File: config.mk
export PLATFORM = sky130hd
export DESIGN_NAME = seq_detect_ctrl
export DESIGN_NICKNAME = d
export VERILOG_FILES = /design/src/rtl/seq_detect_ctrl.sv
export SDC_FILE = /design/constraint.sdc
export NUM_CORES = 1
export LEC_CHECK = 0
export CORE_ASPECT_RATIO = 0.6
export CORE_MARGIN = 2
export CORE_UTILIZATION = 45
export CTS_CLUSTER_SIZE = 24
export DETAILED_ROUTE_END_ITERATION = 10
export PLACE_DENSITY = 0.71
export SLEW_MARGIN = 20
export SYNTH_ARGS = -nofsm -noshare
export SYNTH_HDL_FRONTEND = slang
export SYNTH_SLANG_ARGS = --single-unit
export TNS_END_PERCENT = 30
File: constraint.sdc
create_clock -name clk -period 1.9 [get_ports clk]
set_input_delay 0.19 -clock clk [delete_from_list [all_inputs] [get_ports clk]]
set_output_delay 0.19 -clock clk [all_outputs]
set_load 0.005 [all_outputs]
File: src/rtl/seq_detect_ctrl.sv
// seq_detect_ctrl: feeds a parallel word MSB-first into an external
// 4x-run sequence detector, clears the detector before every word and
// counts the detector hits that belong to that word.
module seq_detect_ctrl #(
    parameter int WIDTH   = 16,
    parameter int DET_LAT = 1,
    parameter int CW      = $clog2(WIDTH + 1)
) (
    input  logic             clk,
    input  logic             rst,
    input  logic [WIDTH-1:0] word_in,
    input  logic             word_valid,
    output logic             word_ready,
    output logic             det_bit,
    output logic             det_clear_n,
    input  logic             det_hit,
    output logic [CW-1:0]    hit_count,
    output logic             done,
    output logic             busy
);

    // cnt must reach WIDTH+DET_LAT-1 (end of the drain phase)
    localparam int CNTW = $clog2(WIDTH + DET_LAT + 1);

    localparam logic [CNTW-1:0] SHIFT_LAST = CNTW'(WIDTH - 1);
    localparam logic [CNTW-1:0] DRAIN_LAST = CNTW'(WIDTH + DET_LAT - 1);
    localparam logic [CNTW-1:0] WIN_FIRST  = CNTW'(DET_LAT);

    typedef enum logic [2:0] {
        S_IDLE,
        S_CLEAR,
        S_SHIFT,
        S_DRAIN,
        S_DONE
    } state_t;

    state_t            state_q, state_d;
    logic [WIDTH-1:0]  sh_q, sh_d;
    logic [CNTW-1:0]   cnt_q, cnt_d;
    logic [CW-1:0]     hit_q, hit_d;
    logic              clr_n_q, clr_n_d;

    // State, shift register, counters and the detector clear line
    always_ff @(posedge clk or negedge rst) begin
        if (!rst) begin
            state_q <= S_IDLE;
            sh_q    <= '0;
            cnt_q   <= '0;
            hit_q   <= '0;
            clr_n_q <= 1'b0;
        end else begin
            state_q <= state_d;
            sh_q    <= sh_d;
            cnt_q   <= cnt_d;
            hit_q   <= hit_d;
            clr_n_q <= clr_n_d;
        end
    end

    // Next-state logic, bit shifting and windowed hit counting
    always_comb begin
        state_d = state_q;
        sh_d    = sh_q;
        cnt_d   = cnt_q;
        hit_d   = hit_q;
        clr_n_d = clr_n_q;

        case (state_q)
            S_IDLE: begin
                // The clear line keeps its value here, so after reset the
                // detector stays cleared until the first word arrives.
                if (word_valid) begin
                    sh_d    = word_in;
                    hit_d   = '0;
                    cnt_d   = '0;
                    clr_n_d = 1'b0;
                    state_d = S_CLEAR;
                end
            end
            S_CLEAR: begin
                clr_n_d = 1'b1;
                cnt_d   = '0;
                state_d = S_SHIFT;
            end
            S_SHIFT: begin
                sh_d  = {sh_q[WIDTH-2:0], 1'b0};
                cnt_d = cnt_q + CNTW'(1);
                if (cnt_q == SHIFT_LAST) begin
                    state_d = S_DRAIN;
                end
            end
            S_DRAIN: begin
                cnt_d = cnt_q + CNTW'(1);
                if (cnt_q == DRAIN_LAST) begin
                    state_d = S_DONE;
                end
            end
            S_DONE: begin
                state_d = S_IDLE;
            end
            default: begin
                state_d = S_IDLE;
            end
        endcase

        // Hits lag the driven bit by DET_LAT cycles; the window therefore
        // starts at cnt=DET_LAT and covers exactly WIDTH samples.
        if ((state_q == S_SHIFT || state_q == S_DRAIN) &&
            (cnt_q >= WIN_FIRST) && (cnt_q <= DRAIN_LAST) && det_hit) begin
            hit_d = hit_q + CW'(1);
        end
    end

    // Outputs decoded from registered state only
    always_comb begin
        word_ready  = (state_q == S_IDLE);
        busy        = (state_q == S_CLEAR) || (state_q == S_SHIFT) ||
                      (state_q == S_DRAIN);
        done        = (state_q == S_DONE);
        det_bit     = (state_q == S_SHIFT) && sh_q[WIDTH-1];
        det_clear_n = clr_n_q;
        hit_count   = hit_q;
    end

endmodule
-- Word level (Yosys, flattened, before mapping)
Index checks and enable logic that the tools add are counted.
- multiplexer cells: 12
- reductions and logical operators: 19
- equality and inequality tests: 9
- add/subtract/negate cells: 2
- order comparisons: 2
- operators with widths (operator ; number):
    one-hot mux 16 bit (2 select lines) ; 1
    two-way mux 16 bit ; 1
    two-way mux 5 bit ; 3
    one-hot mux 5 bit (3 select lines) ; 1
    one-hot mux 3 bit (4 select lines) ; 1
    adder 5 x 1 -> 5 bit, second input constant ; 2
    two-way mux 3 bit ; 3
    AND reduction 2 bit ; 4
    nonzero test 2 bit ; 4
    == test 3 x 2 -> 1 bit, second input constant ; 2
    != test 2 bit, second input constant ; 3
    == test 5 x 4 -> 1 bit, second input constant ; 1
    == test 5 bit, second input constant ; 1
    >= comparator 5 x 1 -> 1 bit, second input constant ; 1
    less-or-equal comparator 5 bit, second input constant ; 1
    logical AND 1 bit ; 4
    == test 3 x 1 -> 1 bit, second input constant ; 1
    == test 3 bit, second input constant ; 1
    zero test 3 bit ; 1
    logical OR 1 bit ; 3
    AND reduction 3 bit ; 1
    nonzero test 3 bit ; 1
    one-hot mux 1 bit (2 select lines) ; 1
    OR reduction 2 bit ; 1
    two-way mux 1 bit ; 1
- flip-flop bits (word level): 30

-- Longest topological paths before layout
Gate-level depths: netlist (run 1).
- depth after elaboration: 7
- mapped depth: 7
- gate-level depth less buffers: 6

-- Worst setup path before layout (run 1)
Ideal clock, no wire load.
- kind: register to register
- start point: reg state_q[1]
- end point: reg hit_q[1] (netlist: hit_count[1])
- data arrival time: 1.444 ns
- stages on the path, launching flop included: 6
- setup slack: 0.337 ns
- clock period less this slack: 1.563 ns
- cells stage by stage: dfrtp_1 -> buf_6 -> or4b_4 -> buf_6 -> buf_6 -> a31o_1
- cells in the longest elaborated chain, start to end: 7
- RTL lines (what ; RTL line ; RTL):
    start: declaration ; 37 ; state_t state_q, state_d;
    start signal: assignment ; 52 ; state_q <= state_d;
    == test 3 x 2 -> 1 bit ; 108 ; if ((state_q == S_SHIFT || state_q == S_DRAIN) &&
    logical OR 1 bit ; 108 ;
    logical AND 1 bit ; 108 ;
    logical AND 1 bit (2 in series) ; 109 ; (cnt_q >= WIN_FIRST) && (cnt_q <= DRAIN_LAST) && det_hit) begin
    nonzero test 2 bit (no line) ; -- ;
    AND reduction 2 bit (no line) ; -- ;
    end signal: assignment ; 55 ; hit_q <= hit_d;
    end: declaration ; 40 ; logic [CW-1:0] hit_q, hit_d;
Several ways; a longest one is shown, not always the timed one.
A chain may end at the register's enable or synchronous reset.

-- Final worst setup path (run 1)
- start point: reg state_q[0]
- end point: out done
- cells in the longest elaborated chain, start to end: 1
- RTL lines (what ; RTL line ; RTL):
    == test 3 bit ; 119 ; done = (state_q == S_DONE);
    end: declaration ; 18 ; output logic done,
Every way passes these cells.

==> results of run 1 <==
## path summary, 6_finish.rpt
check                          endpoint  slack [ps]  cells after the start
min in group clk                sh_q[0]         450                      3
min                            sh_q[11]         290                      2
max reg2reg                hit_count[1]         220                      4
max in group asynchronous    state_q[0]        1320                      2
min reg2reg                 det_clear_n         500                      1
max                                done         130                      4
## repair_timing
action	CTS	global route
setup buffers	2	0
resized for setup	2	1
setup endpoints to repair	1	1
## kinds of logic after synthesis
group / share of synthesized area
AOI/OAI and AO/OA: 0.150
DFF: 0.508
adders and majority gates: 0.0423
xor gates and xnor gates: 0.0118
buffers and inverters: 0.0677
muxes: 0.0135
and+or+nand+nor: 0.207
## critical path: cells and delay by family (launching register included)
family        cells  cell delay, ps
buf+inv           2             650
flops             1             410
simple gates      2             250
## power by group through the flow
| stage | Combinational (mW) | Sequential (mW) | Clock [mW] |
|---|---|---|---|
| floorplan | 0.869 | 1.09 | 0 |
| global placement | 1.14 | 1.13 | 0 |
| detailed placement | 1.18 | 1.15 | 0 |
| CTS | 1.23 | 1.12 | 0.527 |
| global route | 1.35 | 1.17 | 0.561 |
| finish | 1.22 | 1.13 | 0.510 |
## layer usage
metal | track usage | part of all wire | routed length [µm]
met2 | 0.267 | 0.45 | 1390
met1 | 0.243 | 0.49 | 1510
met4 | 0.0643 | 0.015 | 46
met5 | 0 | 0 | 0
met3 | 0.0541 | 0.046 | 143
## area by class of cell
class                           count  area share
Clock buffer                        5      0.0362
Tap cell                           45      0.0296
Multi-Input combinational cell    107       0.330
Clock inverter                      3      0.0112
Timing Repair Buffer               37       0.185
Sequential cell                    30       0.396
Inverter                            6      0.0118
## cells in the final DEF, fill, tap and decap left out, types with 2 or more instances in the layout
master           Yosys  final
and3_1               2      2
a21oi_1              2      2
nor2b_1              3      3
nand2_1              8      8
mux2i_1              2      2
buf_4                0      8
inv_1                6      6
xor2_1               2      2
o2bb2ai_1            2      2
clkbuf_8             0      5
o22ai_1             15     15
nor2_1              35     35
o211a_1              2      2
o21ai_0              4      4
nand3_1              6      6
dfrtp_2              0      2
nor3_1               3      3
a22o_1               2      2
dfrtp_1             30     28
clkdlybuf4s50_1      0     28
ha_1                 5      5
## stage by stage
| step | setup slack, ps | power, mW | instance area, µm² |
|---|---|---|---|
| after detailed placement | 121 | 2.33 | 1790 |
| after global placement | 163 | 2.27 | 1790 |
| after floorplan | 337 | 1.96 | 1480 |
| after global routing | 53.4 | 3.08 | 1900 |
| final | 125 | 2.86 | 1900 |
| after CTS | 17.8 | 2.88 | 1900 |
## flip-flops by register name (all words and copies together), names as in the netlist
signal / flops
det_clear_n: 1
state_q: 3
hit_count: 5
cnt_q: 5
sh_q: 16
==> run metrics, run 1 <==
Combinational Power Share 0.427; Sink Count 30; ys flop type dfrtp_1; Max Clock Freq 563 MHz; Seq/Total Area, Yosys 0.508; fin nets ~210; syn avg cell area 9.79 µm²; starting density of the core 0.462; clk_skew slightly below 8 ps; clock share of power 0.178; router iterations before antenna repair 4; status finished, final reports clean; WL/cell about 13 µm; Post-Place Cells 223; Hold Violations, Final 0; Yosys top cell area share 0.508; Post-synth top cells nor2_1, dfrtp_1, o22ai_1; via count 1218; CTS tree built; max cap viols 0; HP Class in2async; Non-Filler Instances 233; IO Pins 30; crit path launch type register; Switch Pwr 1.09 mW; CP Class reg2out; Final period util 0.934; Clk pin slew, worst setup/hold paths 70 ps; Gate Count Post-Synth about 150; count leader, synth nor2_1; Setup crit end kind primary output; #FFs+latches synth 30; initial DRC count 42; Yosys Warn Count 0; Reg power frac 0.394; Pleak 0.857 nW; CP max stage cell clkdlybuf4s50_1; FF-to-FF Start state_q[2]; Slew Limit Headroom 0.753; Total Neg Setup Slack 0 ps; Yosys cell types 33; CP startpoint state_q[0]; RSZ-0062 raised after global routing false; crit path time final 1770 ps; Antenna Cells 0; Final Slew Violations 0; post-DP HPWL 2150 µm; post-synth top area cell dfrtp_1; Max IR drop VDD 0.700 mV; CP cell instances buf_4 > nor2_1 > and2_1 > clkdlybuf4s50_1; area of the multi-input gates 628 µm²; WHS 288 ps; Vias/cell 5.23; CP Max Fanout 6; Site Rows 16; cts bufs inserted 5; GRT overflow 0; sw frac 0.381; netlist area before placement ~1500 µm²; Largest stage delay, worst path 490 ps; Post-synth ARST share 1.00; Clock Tree Root clkbuf_8; number of fill cells in the layout ~290; die width slightly below 80 µm; FF/Latch Area around 750 µm²; Port Buffers 29; DRC viols 0; GP Congestion 0.790; Critical Path RT 1710 ps; Final setup viols 0; Synth area leaders dfrtp_1, nor2_1, o22ai_1; crit path DAT 1580 ps; first-pass GRT wire length 5200 µm; CTS Buffer Depth 2; worst slew pin tran around 370 ps; share of layout cells above drive strength 1 0.117; later-pin clock latency in the skew report 280 ps; EDFF count, synth 0; Finished Core Util 0.594; Post-Route WL 3090 µm; Area growth, synth to finish 28.7%; Routed Antenna Nets 0; Hold Buf Count CTS 0; Die H a little under 50 µm; antenna violations before repair 0; number of global-route vias before repair 1148; core area between 3000 and 4000 µm²; Mapped Nets 176; Cell Pwr Density 1500 nW/µm²; die area 3780 µm²; total global-route track usage 0.177; pin count of the biggest net entering global routing 31; H-tree Lvls 2; Pint 1.77 mW
Note: power is estimated with default switching activity, not from simulation.
==> inputs of run 2 (changes only) <==
--- a/config.mk
+++ b/config.mk
@@ -5,6 +5,7 @@
 export SDC_FILE = /design/constraint.sdc
 export NUM_CORES = 1
 export LEC_CHECK = 0
+export ABC_CLOCK_PERIOD_IN_PS = 1900
 export CORE_ASPECT_RATIO = 0.6
 export CORE_MARGIN = 2
 export CORE_UTILIZATION = 45
==> constraint.sdc (replaced) <==
create_clock -name clk -period 1.9 [get_ports clk]
set_input_delay 0.19 -clock clk [delete_from_list [all_inputs] [get_ports clk]]
set_output_delay 0.19 -clock clk [all_outputs]
set_load 0.1 [all_outputs]
==> run metrics, run 2 (synthesized netlist as in run 1, its figures left out) <==
WL/cell 14.0 µm (was 13.3 µm); Post-Place Cells 220 (was 223); Final period util 0.947 (was 0.934); die area 3780 µm² (unchanged); antenna violations before repair 0 (unchanged); DRC viols 0 (unchanged); Vias/cell 5.28 (was 5.23); CTS tree built (unchanged); design area 1930 µm² (was 1900 µm²); Routed Antenna Nets 0 (unchanged); Antenna Cells 0 (unchanged); max cap viols 0 (unchanged); HP Class in2async (unchanged); Die H 48.4 µm (unchanged); die width 78.0 µm (unchanged); post-DP HPWL 2170 µm (was 2150 µm); worst slew pin tran 379 ps (was 371 ps); clk_skew 4.89 ps (was 7.79 ps); number of global-route vias before repair 1189 (was 1148); worst reg2reg path depth 6 (was 4); first-pass GRT wire length 5440 µm (was 5200 µm); Cell Pwr Density 1870 nW/µm² (was 1500 nW/µm²); Post-Route WL 3210 µm (was 3090 µm); RR Endpoint hit_count[1] (unchanged); post-CTS setup buffer count 0 (was 2); starting density of the core 0.462 (unchanged); Clock Tree Root clkbuf_8 (unchanged); total global-route track usage 0.186 (was 0.177); Area growth, synth to finish 30.4% (was 28.7%); Final Slew Violations 0 (unchanged); CP Max Fanout 10 (was 6); Clk pin slew, worst setup/hold paths 70 ps (about the same); GRT overflow 0 (unchanged); most common cell after layout, fill and taps aside nor2_1 (unchanged); Hold Violations, Final 0 (unchanged); Pleak 0.870 nW (was 0.857 nW); status finished, final reports clean (unchanged); Sink Count 30 (unchanged); core area 3200 µm² (unchanged); cts bufs inserted 5 (unchanged); pin count of the biggest net entering global routing 31 (unchanged); Final setup viols 0 (unchanged); crit path DAT 1610 ps (was 1580 ps); Worst R2R Setup Slack 210 ps (was 220 ps); later-pin clock latency in the skew report 280 ps (about the same); CP Class reg2out (unchanged); max reg flops 16 (unchanged); CTS Buffer Depth 2 (unchanged); Non-Filler Instances 229 (was 233); initial DRC count 51 (was 42); largest reg by FF count sh_q (unchanged); Finished Core Util 0.602 (was 0.594); Site Rows 16 (unchanged); RSZ-0062 raised after global routing false (unchanged); fin nets 208 (was 212); router iterations before antenna repair 4 (unchanged); Critical Path RT 1710 ps (about the same); CP startpoint state_q[0] (unchanged); share of layout cells above drive strength 1 0.163 (was 0.117); most frequent cells in the layout nor2_1, dfrtp_1, clkdlybuf4s50_1 (unchanged); GP Congestion 0.801 (was 0.790); Setup crit end kind primary output (unchanged); Max Clock Freq 556 MHz (was 563 MHz); power consumption 3.61 mW (was 2.86 mW); Port Buffers 29 (unchanged); Slew Limit Headroom 0.747 (was 0.753); via count 1209 (was 1218); IO Pins 30 (unchanged); crit path launch type register (unchanged); crit path time final 1800 ps (was 1770 ps); Max IR drop VDD 0.957 mV (was 0.700 mV); placed cell area 1810 µm² (was 1790 µm²); worst setup path end det_bit (was done); FF-to-FF Start cnt_q[0] (was state_q[2]); H-tree Lvls 2 (unchanged)
## run 2: worst max-delay path, cell delays in order (launching register included)
cell,delay (ps)
dfrtp_1,470
or3b_4,530
nor2_4,140
buf_12,180
## run 2: how the worst min path moves through the flow
stage,end
3_3_place_gp,sh_q[6]
5_1_grt,sh_q[10]
2_1_floorplan,cnt_q[0]
3_5_place_dp,det_clear_n
6_report,sh_q[8]
4_1_cts,sh_q[8]
## run 2: power by group
part	total [mW]	leakage, nW	internal [mW]	switching, mW
registers	1.17	0.338	0.909	0.259
clock network	0.631	0.0579	0.385	0.246
logic	1.82	0.474	0.616	1.20
## run 2: final cells by class
type / count / area [µm²]
clock buffer: 5 / 68.8
clock inverter: 3 / 40.0
fill: 270 / 1270
inverter: 6 / 22.5
multi-input combinational: 108 / 649
sequential: 30 / 753
tap: 45 / 56.3
timing repair buffer: 32 / 338
## run 2: layer usage
metal / share of wire / vias to the layer above / wire (µm) / global-route usage
li1: - / 588 / - / -
met1: 0.49 / 582 / 1580 / 0.249
met2: 0.43 / 31 / 1390 / 0.280
met3: 0.058 / 8 / 185 / 0.0653
met4: 0.018 / 0 / 57 / 0.0702
met5: 0 / - / 0 / 0
## run 2: what timing repair did
| action | CTS | global route |
|---|---|---|
| endpoints found under the hold margin | 0 | 0 |
| hold buffers | 0 | 0 |
| setup endpoints to repair | 0 | 1 |
| resized for setup | 0 | 2 |
## run 2: metrics by stage
step,TNS [ps],hold slack (ps),worst slack (ps)
after global placement,0,481,166
after detailed placement,0,484,132
after floorplan,-358,-106,-222
final,0,289,101
after global routing,0,334,48.1
after CTS,0,300,4.51
==> RTL change (flow settings as in run 1) <==
Set the parameter `WIDTH` to 32 (it was 16).
--- a/src/rtl/seq_detect_ctrl.sv
+++ b/src/rtl/seq_detect_ctrl.sv
@@ -2,7 +2,7 @@
 // 4x-run sequence detector, clears the detector before every word and
 // counts the detector hits that belong to that word.
 module seq_detect_ctrl #(
-    parameter int WIDTH   = 16,
+    parameter int WIDTH   = 32,
     parameter int DET_LAT = 1,
     parameter int CW      = $clog2(WIDTH + 1)
 ) (
Ports: changed (resized hit_count and word_in); port bits go from 30 to 47. The function was not compared with the original's and may differ.
==> RTL change against run 1 <==
- the run now ends with negative setup slack left
- count of clock-buffer cells in the layout increased by 2
- final area increased by 64%
- sequential cell count increased by 18
- die area rose by 56%
- area after synthesis up 61%
- setup slack worse by 0.16 ns
- routed wire length rose by 63%
- synthesized cell count increased by 56%
- total power is 25% higher
- critical path type is now flip-flop to flip-flop
- largest cell class unchanged
==> RTL change: results <==
outcome:
  status: "finished, violations left"
  violations: "negative setup slack"
grt:
  grt_pass1_wl_um: 8510
  first_global_vias: 1681
  antenna_found_initial: 0
  grt_max_degree: 64
  grtUsageTotal: 0.185
critical_path:
  cp_slowest_cell: "or4b_1"
  r2r_start: "cnt_q[0]"
  crit_fanout: 3
  critPathKind: "flip-flop to flip-flop"
  arrival_ns: 2.13
  slowest_delay_ns: 0.42
  critical_path.top_delay_family: "compound AO/OA/AOI/OAI gates"
final_layout:
  largest_register_ffs: 32
  drive_above_1_share: 0.138
  n_antenna_cell: 0
  final_nets: 329
  top_register: "sh_q"
placed_design:
  dpl-instance-area_mm2: 0.00299
  gp_congestion: 0.883
  numPortBuffers: 46
  hpwl_um: 3650
yosys:
  synth.net_count: 276
  yosysWarnings: 0
  async_flop_share: 1.00
  synth-seq-area-share: 0.505
  ys_types: 33
  synth_area_leaders: "dfrtp_1, mux2i_1, o21ai_0, nand2_1, ha_1"
  synthTopCellsByCount: "dfrtp_1, nand2_1, mux2i_1, o21ai_0, clkbuf_1"
clock_tree:
  cts_setup_buffers: 0
  clock_path_buffers: 2
  cts_inserted_buffers: 5
  path_clk_slew_ns: 0.09
  worst_skew_pair.late_latency_ns: 0.29
  cts_max_level: 2
  clockRootBuffer: "clkbuf_8"
detailed_routing:
  dr.first_iter.drc_count: 104
  vias_per_cell: 5.32
  wl_per_cell_um: 14.2
  dr.pass1.iters: 6
hold_path:
  hold_path_class: "input port to asynchronous set/reset pin"
timing:
  finClkSkew_ns: 0.00642
  report.final.setup_viol: 3
  slew_viol_final: 0
  worst_slew_margin_rel: 0.592
  setup_ws_ns: -0.0376
power_and_ir_drop:
  peakVddDrop_mv: 0.494
  total_leakage_power_nw: 1.30
[RTL change: changes by cell type after synthesis, moves of 3 or more]
| cell | delta |
|---|---|
| nor2_1 | -28 |
| nor2b_1 | -3 |
| dfrtp_1 | +18 |
| buf_6 | -4 |
| nor3_1 | +4 |
| clkbuf_1 | +9 |
| o21ai_0 | +28 |
| nand2_1 | +31 |
| o22ai_1 | -15 |
| mux2i_1 | +31 |
[RTL change: kinds of logic after synthesis]
| family | count (synthesis) | share of synthesized area |
|---|---|---|
| and+or+nand+nor | 78 | 0.155 |
| AOI/OAI and AO/OA | 48 | 0.122 |
| DFF | 48 | 0.505 |
| muxes | 35 | 0.148 |
| buffers and inverters | 20 | 0.0400 |
| adders and majority gates | 5 | 0.0263 |
| xor gates and xnor gates | 1 | 0.00368 |
[RTL change: path summary, 6_finish.rpt]
path | slack (ns) | endpoint | cells after the start
worst max-delay path | -0.04 | hit_count[5] | 6
worst min-delay path | 0.44 | cnt_q[5] | 2
worst max register to register | -0.04 | hit_count[5] | 6
worst min register to register | 0.49 | sh_q[3] | 2
max in group asynchronous | 0.92 | hit_count[2] | 3
min in group clk | 0.47 | sh_q[0] | 3
[RTL change: layout make-up]
| type | instances | area, µm² |
|---|---|---|
| fillers | 420 | 1950 |
| flip-flops and latches | 48 | 1200 |
| multi-input cells | 167 | 1120 |
| repair buffers | 61 | 608 |
| clock buffers | 7 | 86.3 |
| well taps | 66 | 82.6 |
| inverters | 5 | 18.8 |
| clock inverters | 1 | 7.51 |
[RTL change: routing by layer]
layer / wire length (µm) / track usage
met1: 2700 / 0.286
met2: 2070 / 0.264
met3: 257 / 0.0456
met4: 16 / 0.0357
met5: 0 / 0
[RTL change: metrics by stage]
stage / setup TNS (ns) / worst slack (ns) / power, W / instances
after global placement: -0.0236 / -0.00877 / 0.00285 / 346
after CTS: -0.154 / -0.0705 / 0.00358 / 355
after floorplan: -0.309 / -0.137 / 0.00235 / 235
final: -0.0578 / -0.0376 / 0.00357 / 355
after detailed placement: -0.160 / -0.0566 / 0.00290 / 346
after global routing: -0.392 / -0.110 / 0.00386 / 355
[RTL change: timing repair]
action,in CTS,in global routing
endpoints found under the hold margin,24,0
hold buffers,1,0
gates resized for setup,8,4
endpoints found under the setup margin,6,7
pin swaps,4,1
[RTL change: power by group]
part	switching, W	internal, W	total (W)
sequential	0.000240	0.00134	0.00158
clock	0.000334	0.000296	0.000631
combinational	0.000665	0.000699	0.00136
[RTL change: worst reg2reg max path, delay by kind of cell (launching register included)]
family                     cells  cell delay (ns)
DFF                            1             0.39
buffers and inverters          1             0.08
and+or+nand+nor                1             0.42
muxes                          1             0.29
AOI/OAI and AO/OA              2             0.52
adders and majority gates      1             0.13
